**config.mk**
```make
export PLATFORM = sky130hd
export DESIGN_NAME = sram_access_ctrl
export DESIGN_NICKNAME = d
export VERILOG_FILES = /design/src/rtl/sram_pkg.sv /design/src/rtl/sram_access_ctrl.sv
export SDC_FILE = /design/constraint.sdc
export NUM_CORES = 1
export LEC_CHECK = 0
export CAP_MARGIN = 10
export CELL_PAD_IN_SITES_DETAIL_PLACEMENT = 0
export CELL_PAD_IN_SITES_GLOBAL_PLACEMENT = 1
export CORE_MARGIN = 3
export CORE_UTILIZATION = 30
export DETAILED_ROUTE_END_ITERATION = 8
export MAX_ROUTING_LAYER = met4
export PLACE_DENSITY_LB_ADDON = 0.05
export SYNTH_ARGS = -nofsm -noshare
export SYNTH_HDL_FRONTEND = slang
export SYNTH_SLANG_ARGS = --single-unit
export TNS_END_PERCENT = 50
```
**constraint.sdc**
```tcl
create_clock -name clk -period 3 [get_ports clk]
set_clock_uncertainty 0.05 [all_clocks]
set_input_delay 0.3 -clock clk [delete_from_list [all_inputs] [get_ports clk]]
set_output_delay 0.3 -clock clk [all_outputs]
set_load 0.05 [all_outputs]
```
**src/rtl/sram_pkg.sv**
```systemverilog
// -----------------------------------------------------------------------------
// sram_pkg
// Definitions shared by the SRAM access controller and anything that talks to
// it: the default SRAM geometry and the controller's state encoding.
// -----------------------------------------------------------------------------
package sram_pkg;

  // Default SRAM geometry: 2**SRAM_ADDR_W words of SRAM_DATA_W bits.
  localparam int unsigned SRAM_ADDR_W = 4;
  localparam int unsigned SRAM_DATA_W = 8;

  // Controller state encoding. Kept as plain constants so that older tools and
  // waveform scripts that match on raw values keep working.
  localparam int unsigned ST_W = 3;
  localparam logic [ST_W-1:0] ST_INIT = 3'd0;  // clearing the SRAM after reset
  localparam logic [ST_W-1:0] ST_IDLE = 3'd1;  // ready for a host request
  localparam logic [ST_W-1:0] ST_CMD  = 3'd2;  // command on the SRAM pins
  localparam logic [ST_W-1:0] ST_WAIT = 3'd3;  // read data in flight
  localparam logic [ST_W-1:0] ST_RESP = 3'd4;  // completion pulse to the host

endpackage : sram_pkg

```
**src/rtl/sram_access_ctrl.sv**
```systemverilog
// -----------------------------------------------------------------------------
// sram_access_ctrl
// Single-request host front end for a synchronous SRAM with a registered read
// port. After reset it writes zero to every location, then serves one read or
// write at a time and reports completion with a one-cycle rsp_valid pulse.
//
// Ports
//   clk, rst_n             clock; asynchronous active-low reset
//   req_valid/req_ready    host request handshake (accept when both are high)
//   req_we                 1 = write, 0 = read
//   req_addr, req_wdata    request address and write data
//   rsp_valid              one-cycle completion pulse for reads and writes
//   rsp_rdata              read data, updated only by reads
//   init_done              high once the post-reset clear has finished
//   read_write             SRAM command, 1 = write, 0 = read
//   address, data_in       SRAM address and write data (registered)
//   data_out               SRAM read data, valid one edge after the read command
// -----------------------------------------------------------------------------
module sram_access_ctrl
  import sram_pkg::*;
#(
  parameter int ADDR_W = SRAM_ADDR_W,
  parameter int DATA_W = SRAM_DATA_W
) (
  input  logic              clk,
  input  logic              rst_n,
  input  logic              req_valid,
  output logic              req_ready,
  input  logic              req_we,
  input  logic [ADDR_W-1:0] req_addr,
  input  logic [DATA_W-1:0] req_wdata,
  output logic              rsp_valid,
  output logic [DATA_W-1:0] rsp_rdata,
  output logic              init_done,
  output logic              read_write,
  output logic [ADDR_W-1:0] address,
  output logic [DATA_W-1:0] data_in,
  input  logic [DATA_W-1:0] data_out
);

  logic [ST_W-1:0]   state_q,      state_d;
  logic [ADDR_W:0]   init_cnt_q,   init_cnt_d;
  logic              init_done_q,  init_done_d;
  logic              rsp_valid_q,  rsp_valid_d;
  logic [DATA_W-1:0] rsp_rdata_q,  rsp_rdata_d;
  logic              read_write_q, read_write_d;
  logic [ADDR_W-1:0] address_q,    address_d;
  logic [DATA_W-1:0] data_in_q,    data_in_d;

  // ---------------------------------------------------------------------------
  // Next-state logic
  // ---------------------------------------------------------------------------
  always_comb begin
    // NOTE: every variable gets a default before the case so that no path
    // leaves one unassigned, which would otherwise infer a latch.
    state_d      = state_q;
    init_cnt_d   = init_cnt_q;
    init_done_d  = init_done_q;
    rsp_valid_d  = 1'b0;
    rsp_rdata_d  = rsp_rdata_q;
    read_write_d = 1'b0;        // SRAM is only commanded in INIT and CMD
    address_d    = address_q;   // address and data hold between commands
    data_in_d    = data_in_q;

    case (state_q)
      ST_INIT: begin
        // The counter is one bit wider than the address, so its MSB flags that
        // the last location was already issued without relying on a wrap.
        if (init_cnt_q[ADDR_W]) begin
          state_d     = ST_IDLE;
          init_done_d = 1'b1;
        end else begin
          read_write_d = 1'b1;
          address_d    = init_cnt_q[ADDR_W-1:0];
          data_in_d    = '0;
          init_cnt_d   = init_cnt_q + (ADDR_W+1)'(1);
        end
      end

      ST_IDLE: begin
        // Loading the request straight into the SRAM pin registers both
        // captures it and presents it during the single CMD cycle.
        if (req_valid) begin
          state_d      = ST_CMD;
          read_write_d = req_we;
          address_d    = req_addr;
          data_in_d    = req_wdata;
        end
      end

      ST_CMD: begin
        // read_write_q still carries the captured req_we during CMD.
        if (read_write_q) begin
          state_d     = ST_RESP;
          rsp_valid_d = 1'b1;
        end else begin
          state_d = ST_WAIT;
        end
      end

      ST_WAIT: begin
        // The SRAM registered the read on the edge that ended CMD, so data_out
        // is valid throughout WAIT.
        state_d     = ST_RESP;
        rsp_valid_d = 1'b1;
        rsp_rdata_d = data_out;
      end

      ST_RESP: begin
        state_d = ST_IDLE;
      end

      default: begin
        state_d = ST_INIT;
      end
    endcase
  end

  // ---------------------------------------------------------------------------
  // State registers
  // ---------------------------------------------------------------------------
  always_ff @(posedge clk or negedge rst_n) begin
    if (!rst_n) begin
      state_q      <= ST_INIT;
      init_cnt_q   <= '0;
      init_done_q  <= 1'b0;
      rsp_valid_q  <= 1'b0;
      rsp_rdata_q  <= '0;
      read_write_q <= 1'b0;
      address_q    <= '0;
      data_in_q    <= '0;
    end else begin
      // NOTE: non-blocking assignments make every flop sample the pre-edge
      // values, independent of statement order.
      state_q      <= state_d;
      init_cnt_q   <= init_cnt_d;
      init_done_q  <= init_done_d;
      rsp_valid_q  <= rsp_valid_d;
      rsp_rdata_q  <= rsp_rdata_d;
      read_write_q <= read_write_d;
      address_q    <= address_d;
      data_in_q    <= data_in_d;
    end
  end

  // ---------------------------------------------------------------------------
  // Outputs
  // ---------------------------------------------------------------------------
  assign req_ready  = (state_q == ST_IDLE);
  assign rsp_valid  = rsp_valid_q;
  assign rsp_rdata  = rsp_rdata_q;
  assign init_done  = init_done_q;
  assign read_write = read_write_q;
  assign address    = address_q;
  assign data_in    = data_in_q;

endmodule : sram_access_ctrl
```
-- After elaboration in Yosys (flattened, before gate mapping)
Cells that the tools add are included.
- flip-flop bits (word level): 31
- input port bits: 24
- logic and storage cells: 40
- muxes and demuxes: 16
- reduce and logical (&&, ||, !) cells: 6
- add/subtract/negate cells: 1
- eq/ne operators: 7
- bitwise gates (word level): 1
- operator list (kind ; number):
    $mux 8 ; 2
    $pmux 8 s2 ; 1
    $pmux 3 s5 ; 1
    $mux 3 ; 3
    $mux 4 ; 2
    $pmux 4 s2 ; 1
    $eq 3x2->1 const B ; 2
    $ne 2x2->1 const B ; 3
    $reduce_and 2->1 ; 3
    $add 5x1->5 const B ; 1
    $mux 5 ; 1
    $pmux 1 s2 ; 2
    $eq 3x1->1 const B ; 1
    $eq 3x3->1 const B ; 1
    $logic_not 3->1 ; 1
    $mux 1 ; 3
    $reduce_and 3->1 ; 1
    $reduce_bool 2->1 ; 1
    $not 1->1 ; 1

-- Longest topological paths before layout
Gate-level depths: netlist of the first run.
- depth after elaboration: 3
- mapped depth: 5
- gate-level depth less buffers: 3

-- Least setup slack after synthesis of the first run
OpenSTA, ideal clock, no wires.
- path type: reg2out
- from: register state_q[0]
- to: output port req_ready
- setup slack: 1.460 ns
- stages on the path, launching flop included: 4
- arrival time: 1.190 ns
- cell sequence: dfrtp_1 > buf_4 > buf_2 > and2_1
- word-level cells in the longest chain between the ends: 1
- RTL lines (element ; line ; RTL):
    start: declaration ; sram_access_ctrl.sv:41 ; logic [ST_W-1:0] state_q, state_d;
    start signal: assignment ; sram_access_ctrl.sv:135 ; state_q <= state_d;
    $eq 3x1->1 ; sram_access_ctrl.sv:149 ; assign req_ready = (state_q == ST_IDLE);
    end: declaration ; sram_access_ctrl.sv:28 ; output logic req_ready,
Every way passes these cells.

-- Worst setup path in the final report of the first run
- from: register state_q[1]
- to: output port req_ready
The elaborated chain is that of the path after synthesis.

==> impl_metrics.toml, run 1 <==
[run_status]
status = "complete, no violations"

[final_layout]
multi_input_area_um2 = 503
regArea_um2 = 776
final_core_util_pct = 46.9
fin_area_um2 = 1960
nets = 180
drive_gt1_share_pct = 19.2
n_antenna_cell = 0
fillers = 388
final_common_cell = "clkdlybuf4s50_1"
final_cell_mix = "clkdlybuf4s50_1, dfrtp_1, mux2_2"
syn_to_final_growth_pct = 44.0

[sta]
relSlewSlack_pct = 66.1
tightest_slew_ns = 0.507
max_freq_ghz = 0.415
fin_setup_tns_ns = 0
rsz0062_at_grt = "false"
period_share_pct = 80.3
setup_viol = 0
hold_viol = 0
fin_crit_ns = 2.41
drv_slew = 0

[power_and_ir_drop]
ir_drop_mv = 0.594
p_total_mw = 2.60
power_density_nw_per_um2 = 1330
power.leakage_nw = 0.804

[setup_path]
cp-start-kind = "flip-flop"
worstPathArrival_ns = 2.06
endpoint_kind = "output port"
crit_required_ns = 2.65
max_stage_delay_ns = 0.79
worstSetupPathType = "reg -> out"
path_cells = "nor2_4, and2_1, clkdlybuf4s50_1"
crit_fanout = 11
cpMaxStageDelayCell = "clkdlybuf4s50_1"

[floorplan]
die_x_um = 73.3
die-area_um2 = 5370
die_h_um = 73.3
ios = 48
rows = 23
start_util_pct = 32.6
core_area_um2 = 4170

[synthesis]
avgSynthCellArea_um2 = 12.9
syn-num-nets = 130
synth_area_leaders = "dfrtp_1, mux2_2, nand4_1"
yosysTopAreaCell = "dfrtp_1"
synth_cell_types = 29
ys_seq_area_share_pct = 57.1
netlist_area_um2 = 1360
yosys_warnings = 0
synth_top_area_share_pct = 57.1
syn_inst = 105
ys_seq_elements = 31

[detailed_routing]
num_vias = 975
drcViolationCount = 0
viasPerCell = 4.73
wirelength_mm = 3.01
wire_per_inst_um = 14.6
drt_iter0_markers = 35
firstDrtPassIters = 2
postRouteAntennaNets = 0

[global_route]
grt_pass1_wl_mm = 5.04
antenna_found_initial = 0
grtUsageTotal_pct = 12.8
grt_start_max_net_pins = 32
first_global_vias = 1064
grt_overflow = 0

[cts]
htree_levels = 2
cts_tree = "yes"
cts_resized = 0
cts_hold_buf = 0
cts_buffer_depth = 2
clock_latency_ns = 0.28
cts_sinks = 31
cts_setup_buffers = 0
cts_root_buf = "clkbuf_8"
path_clk_slew_ns = 0.07
numCtsBuffers = 5

[placed_design]
port_buffers = 47
dpl.hpwl_mm = 2.15
placed_area_um2 = 1860
routabilityCongestion = 0.703

[job]
maxCapViolCount = 0

[hold_path]
holdCritPathClass = "in -> async"
[sequential cells by signal, indices dropped and copies added, names as in the netlist]
register / cells
rsp_rdata: 8
read_write: 1
init_done: 1
rsp_valid: 1
address: 4
data_in: 8
state_q: 3
init_cnt_q: 5
[per-stage QoR]
stage	instances	worst slack [ns]	hold slack, ns
after floorplan	105	1.46	-0.0456
after global placement	198	0.926	0.391
after detailed placement	198	0.866	0.398
after CTS	206	0.585	0.375
after global routing	206	0.508	0.392
final	206	0.592	0.359
[worst paths after layout]
check / startpoint / slack [ns] / depth (start not counted) / end
worst max register to register: state_q[0]$_DFFE_PN0P_ / 1.20 / 4 / address[0]$_DFFE_PN0P_
worst min-delay path: rst_n / 0.36 / 2 / data_in[4]$_DFFE_PN0P_
worst min register to register: init_done$_DFFE_PN0P_ / 0.41 / 1 / init_done$_DFFE_PN0P_
max in group asynchronous: rst_n / 2.25 / 2 / init_cnt_q[2]$_DFFE_PN0P_
min in group clk: init_done$_DFFE_PN0P_ / 0.41 / 1 / init_done$_DFFE_PN0P_
worst max-delay path: state_q[1]$_DFFE_PN0P_ / 0.59 / 3 / req_ready
[synthesized netlist by cell type]
cell and count:
dfrtp_1 31, mux2_2 16, nand4_1 9, inv_1 8, o21ai_0 8, buf_6 3
nand2_1 3, nor3b_1 3, a21oi_1 2, nor2_1 2, xnor2_1 2, a21boi_4 1
a21o_1 1, a41o_1 1, and2_1 1, buf_2 1, buf_4 1, clkbuf_1 1
ha_1 1, mux2_4 1, nand3b_1 1, nand3b_2 1, nor2_4 1, nor3_1 1
nor4_4 1, o21a_1 1, o32ai_1 1, or2_1 1, xor2_1 1
[where the power goes]
group          internal [mW]  switching [mW]  total (mW)  leakage, nW
registers              0.625           0.168       0.793        0.376
logic                  0.566           0.880        1.45        0.376
clock network          0.209           0.148       0.357       0.0515
[layout make-up]
class / count / share of cell area, %
flip-flops and latches: 31 / 39.6
multi-input cells: 60 / 25.7
repair buffers: 49 / 24.8
clock buffers: 8 / 5.12
well taps: 50 / 3.20
inverters: 8 / 1.53
[layer usage]
metal  global-route usage [%]  wire (um)
met2                     19.4       1420
met1                     16.0       1380
met3                     5.06        181
met4                     3.62         31
met5                        -          0
[logic make-up (layout without fill, tap and decap cells)]
| logic type | Yosys count | in the layout | synth area share (%) |
|---|---|---|---|
| buffers and inverters | 14 | 65 | 5.89 |
| AO/OA/AOI/OAI | 15 | 15 | 7.55 |
| flip-flops | 31 | 31 | 57.1 |
| multiplexers | 17 | 17 | 14.4 |
| XOR/XNOR | 3 | 3 | 1.93 |
| adder cells (fa/ha/maj) | 1 | 1 | 0.921 |
| AND/OR/NAND/NOR | 24 | 24 | 12.2 |
[worst max-delay path, delay by kind of cell, from the launching register on]
kind / cells / cell delay (ns)
DFF: 1 / 0.53
and+or+nand+nor: 2 / 0.45
buffers and inverters: 1 / 0.79
No activity file was read; power rests on OpenSTA's default activity.
==> inputs of run 2 (changes only) <==
Clock period 3 ns to 2.2 ns, I/O delays scaled along.
==> run 2 against run 1 <==
Against the previous run:
- combinational power rose by 35%
- sequential power rose by 37%
- largest power group unchanged
- non-clock buffer count rose by 1
- critical path type is now reg -> reg
==> impl_metrics.toml, run 2 (same netlist as run 1, synthesis figures left out) <==
[run_status]
status = "complete, no violations"

[setup_path]
crit_fanout = 13
endpoint_kind = "flip-flop"
cp-start-kind = "flip-flop"
cp-endpoint = "address[2]$_DFFE_PN0P_"
path_cells = "nor2_4, a21boi_4, mux2_2"
max_stage_delay_ns = 0.53
crit_required_ns = 2.31
reg2reg_from = "state_q[1]$_DFFE_PN0P_"
worstPathArrival_ns = 1.88
r2r_end = "address[2]$_DFFE_PN0P_"
rrSetupSlack_ns = 0.42
worstSetupPathType = "reg -> reg"
cpMaxStageDelayCell = "dfrtp_1"
worstRegToRegCells = 3
crit_start = "state_q[1]$_DFFE_PN0P_"

[detailed_routing]
viasPerCell = 4.58
drt_iter0_markers = 31
num_vias = 948
firstDrtPassIters = 4
postRouteAntennaNets = 0
wirelength_mm = 2.90
drcViolationCount = 0
wire_per_inst_um = 14.0

[power_and_ir_drop]
internal-power_mw = 1.84
power.leakage_nw = 0.801
p_comb_share_pct = 56.5
p_switching_mw = 1.62
p_total_mw = 3.46
clkPwrFrac_pct = 12.1
ir_drop_mv = 0.800
swShare_pct = 46.8
power_density_nw_per_um2 = 1780
seqPwrFrac_pct = 31.4

[cts]
htree_levels = 2
cts_tree = "yes"
path_clk_slew_ns = 0.06
clock_latency_ns = 0.28
cts_sinks = 31
cts_root_buf = "clkbuf_8"
numCtsBuffers = 5
cts_setup_buffers = 0
cts_hold_buf = 0
cts_resized = 0
cts_buffer_depth = 2

[global_route]
top_usage_layer = "met2"
first_global_vias = 971
grtUsageTotal_pct = 12.5
antenna_found_initial = 0
grt_start_max_net_pins = 32
use_met1_pct = 15.7
grt.met3_usage_pct = 5.34
grt_use_met2_pct = 18.5
grt_overflow = 0
grt_pass1_wl_mm = 4.82

[sta]
tightest_slew_ns = 0.507
rsz0062_at_grt = "false"
setup_viol = 0
hold_viol = 0
period_share_pct = 80.7
layout_setup_ws_ns = 0.425
drv_slew = 0
fin_setup_tns_ns = 0
fin_crit_ns = 1.78
relSlewSlack_pct = 66.1
max_freq_ghz = 0.563

[placed_design]
dpl.hpwl_mm = 2.14
pre_cts_slack_ns = 0.434
port_buffers = 47
routabilityCongestion = 0.729

[final_layout]
syn_to_final_growth_pct = 43.0
final_common_cell = "clkdlybuf4s50_1"
drive_gt1_share_pct = 19.7
nets = 181
n_antenna_cell = 0
final_cell_mix = "clkdlybuf4s50_1, dfrtp_1, mux2_2"

[floorplan]
core_area_um2 = 4170
die_x_um = 73.3
die_h_um = 73.3
ios = 48
rows = 23
start_util_pct = 32.6
die-area_um2 = 5370

[hold_path]
holdCritPathClass = "in -> async"

[job]
maxCapViolCount = 0
-- run 2: worst min-delay path by stage --
stage	startpoint	end	cells past startpoint
after floorplan	rst_n	address[0]$_DFFE_PN0P_	0
after global placement	init_done$_DFFE_PN0P_	init_done$_DFFE_PN0P_	1
after detailed placement	init_done$_DFFE_PN0P_	init_done$_DFFE_PN0P_	1
after CTS	rst_n	data_in[7]$_DFFE_PN0P_	2
after global routing	rst_n	data_in[7]$_DFFE_PN0P_	2
final	rst_n	data_in[7]$_DFFE_PN0P_	2
-- run 2: power by group through the flow --
stage | clock (mW) | sequential, mW | combinational [mW]
6_report | 0.419 | 1.09 | 1.96
5_1_grt | 0.473 | 1.14 | 2.08
4_1_cts | 0.437 | 1.09 | 1.98
3_5_place_dp | 0 | 1.10 | 1.97
3_3_place_gp | 0 | 1.09 | 1.96
2_1_floorplan | 0 | 1.74 | 0.745
-- run 2: metrics by stage --
| stage | instances | util, % | hold WS, ns | cell area, um2 |
|---|---|---|---|---|
| 3_3_place_gp | 199 | 44.6 | 0.397 | 1860 |
| 4_1_cts | 207 | 46.6 | 0.292 | 1940 |
| 6_report | 207 | 46.6 | 0.280 | 1940 |
| 5_1_grt | 207 | 46.6 | 0.308 | 1940 |
| 2_1_floorplan | 105 | - | -0.126 | 1360 |
| 3_5_place_dp | 199 | 44.6 | 0.397 | 1860 |
-- run 2: cell type report --
| cell class | instances | area [um2] |
|---|---|---|
| clock buffers | 7 | 76.3 |
| clock inverters | 1 | 5.00 |
| fillers | 393 | 2230 |
| inverters | 8 | 30.0 |
| multi-input cells | 60 | 503 |
| flip-flops and latches | 31 | 776 |
| well taps | 50 | 62.6 |
| repair buffers | 50 | 490 |
-- run 2: per-layer routing --
| layer | vias up | part of all wire, % |
|---|---|---|
| li1 | 473 | - |
| met1 | 437 | 47 |
| met2 | 34 | 45 |
| met3 | 4 | 6.8 |
| met4 | 0 | 1.0 |
| met5 | - | 0 |
-- run 2: worst max-delay path: cells and delay by family, from the launching register on --
kind,cells,cell delay [ns]
multiplexers,1,0.38
AND/OR/NAND/NOR,1,0.28
AO/OA/AOI/OAI,1,0.41
flip-flops,1,0.53
==> inputs of run 3 (changes only) <==
Clock period 2.2 ns to 1.5 ns, I/O delays scaled along.
==> run 3 against run 2 <==
Against the previous run:
- die area stayed put
- design area is 6.8% higher
- count of clock-buffer cells in the layout is 1 lower
- utilization is 3.2 points higher
- power is 59% higher
- non-clock buffer count is 19 higher
- sequential share of layout area is 2.4 points lower
- final cell count is 8.7% higher
- critical path type unchanged
- largest cell class unchanged
==> impl_metrics.toml, run 3 (same netlist as run 1, synthesis figures left out) <==
[sta]
rsz0062_at_grt = "true"
fin_crit_ns = 1.47
layout_setup_ws_ns = 0.0281
relSlewSlack_pct = 73.3
whs_ns = 0.220
max_freq_ghz = 0.679
tightest_slew_ns = 0.400
hold_viol = 0
fin_setup_tns_ns = 0
drv_slew = 0
period_share_pct = 98.1
setup_viol = 0

[placed_design]
pre_cts_slack_ns = -0.00152
dp.cells = 208
routabilityCongestion = 0.724
dpl.hpwl_mm = 2.24
port_buffers = 47

[setup_path]
crit_family = "flip-flops"
worstRegToRegCells = 4
crit_start = "state_q[1]$_DFFE_PN0P_"
cp-endpoint = "init_cnt_q[1]$_DFFE_PN0P_"
crit_required_ns = 1.61
endpoint_kind = "flip-flop"
worstSetupPathType = "reg -> reg"
path_depth = 4
path_cells = "buf_6, nor4_4, buf_4, mux2_4"
max_stage_delay_ns = 0.45
crit_fanout = 5
worstPathArrival_ns = 1.58
r2r_end = "init_cnt_q[1]$_DFFE_PN0P_"
cp-start-kind = "flip-flop"
rrSetupSlack_ns = 0.03
reg2reg_from = "state_q[1]$_DFFE_PN0P_"
cpMaxStageDelayCell = "dfrtp_2"
cp_num_buf_inv = 2

[final_layout]
syn_to_final_growth_pct = 52.8
final_cell_mix = "buf_4, dfrtp_1, clkdlybuf4s50_1"
nets = 200
n_antenna_cell = 0
regArea_um2 = 778
fin_cells = 225
multi_input_area_um2 = 518
final_common_cell = "buf_4"
drive_gt1_share_pct = 44.0
fillers = 378

[floorplan]
die_x_um = 73.3
rows = 23
die-area_um2 = 5370
core_area_um2 = 4170
die_h_um = 73.3
start_util_pct = 32.6
ios = 48

[detailed_routing]
drt-met1-wl_mm = 1.41
num_vias = 1060
viasPerCell = 4.71
routed-wl-met2_mm = 1.59
wire_per_inst_um = 14.4
wirelength_mm = 3.24
highest_layer = "met4"
drcViolationCount = 0
drt_iter0_markers = 41
postRouteAntennaNets = 0
dr_wl_met3_um = 215
firstDrtPassIters = 4

[global_route]
grt_overflow = 0
first_global_vias = 1059
grt_start_max_net_pins = 32
grt_pass1_wl_mm = 5.13
grtUsageTotal_pct = 13.2
antenna_found_initial = 0

[cts]
cts_buffer_depth = 2
htree_levels = 2
cts_tree = "yes"
clock_latency_ns = 0.28
numCtsBuffers = 5
path_clk_slew_ns = 0.06
cts_root_buf = "clkbuf_8"
cts_sinks = 31
cts_hold_buf = 0

[job]
maxCapViolCount = 0

[hold_path]
holdCritPathClass = "in -> async"

[power_and_ir_drop]
power.leakage_nw = 0.954
ir_drop_mv = 1.14
power_density_nw_per_um2 = 2660
p_total_mw = 5.52

[run_status]
status = "complete, no violations"
==> run 3: cell types whose count changed in the layout (fill, tap and decap cells not counted), sizes merged <==
cell,previous run,this run
clkbuf,7,6
clkdlybuf4s50,46,23
buf,4,46
==> run 3: per-stage QoR <==
stage | utilization [%] | instance area, um2
after floorplan | - | 1360
after global placement | 45.2 | 1880
after detailed placement | 45.2 | 1880
after CTS | 48.2 | 2010
after global routing | 49.7 | 2080
final | 49.7 | 2080
==> run 3: worst min-delay path by stage <==
| stage | slack, ns | to | cells past startpoint | from |
|---|---|---|---|---|
| floorplan | -0.20 | address[0]$_DFFE_PN0P_ | 0 | rst_n |
| global placement | 0.40 | init_done$_DFFE_PN0P_ | 1 | init_done$_DFFE_PN0P_ |
| detailed placement | 0.41 | init_done$_DFFE_PN0P_ | 1 | init_done$_DFFE_PN0P_ |
| CTS | 0.24 | data_in[4]$_DFFE_PN0P_ | 2 | rst_n |
| global route | 0.25 | data_in[4]$_DFFE_PN0P_ | 2 | rst_n |
| finish | 0.22 | data_in[4]$_DFFE_PN0P_ | 2 | rst_n |
==> run 3: cell type report <==
cell class	instances	share of cell area, %
Tap cell	50	3.01
Clock buffer	6	3.98
Timing Repair Buffer	69	28.9
Inverter	8	1.45
Clock inverter	1	0.241
Multi-Input combinational cell	60	25.0
Sequential cell	31	37.5
==> run 3: report_power, final <==
group | total, mW | switching (mW) | internal [mW] | leakage, nW
Combinational | 3.35 | 1.95 | 1.40 | 0.534
Sequential | 1.53 | 0.272 | 1.25 | 0.374
Clock | 0.644 | 0.285 | 0.359 | 0.0470
Total | 5.52 | 2.50 | 3.02 | 0.954
==> run 3: layer usage <==
| metal | track usage, % | vias to the layer above |
|---|---|---|
| li1 | - | 505 |
| met1 | 16.4 | 516 |
| met2 | 19.7 | 35 |
| met3 | 5.34 | 4 |
| met4 | 4.23 | 0 |
| met5 | - | - |
==> run 3: what timing repair did <==
item / in CTS / in global routing
pin swaps: 1 / 3
buffers inserted: 4 / 6
endpoints found under the hold margin: 0 / 0
gates cloned: 0 / 0
endpoints found under the setup margin: 1 / 15
resized for setup: 4 / 4
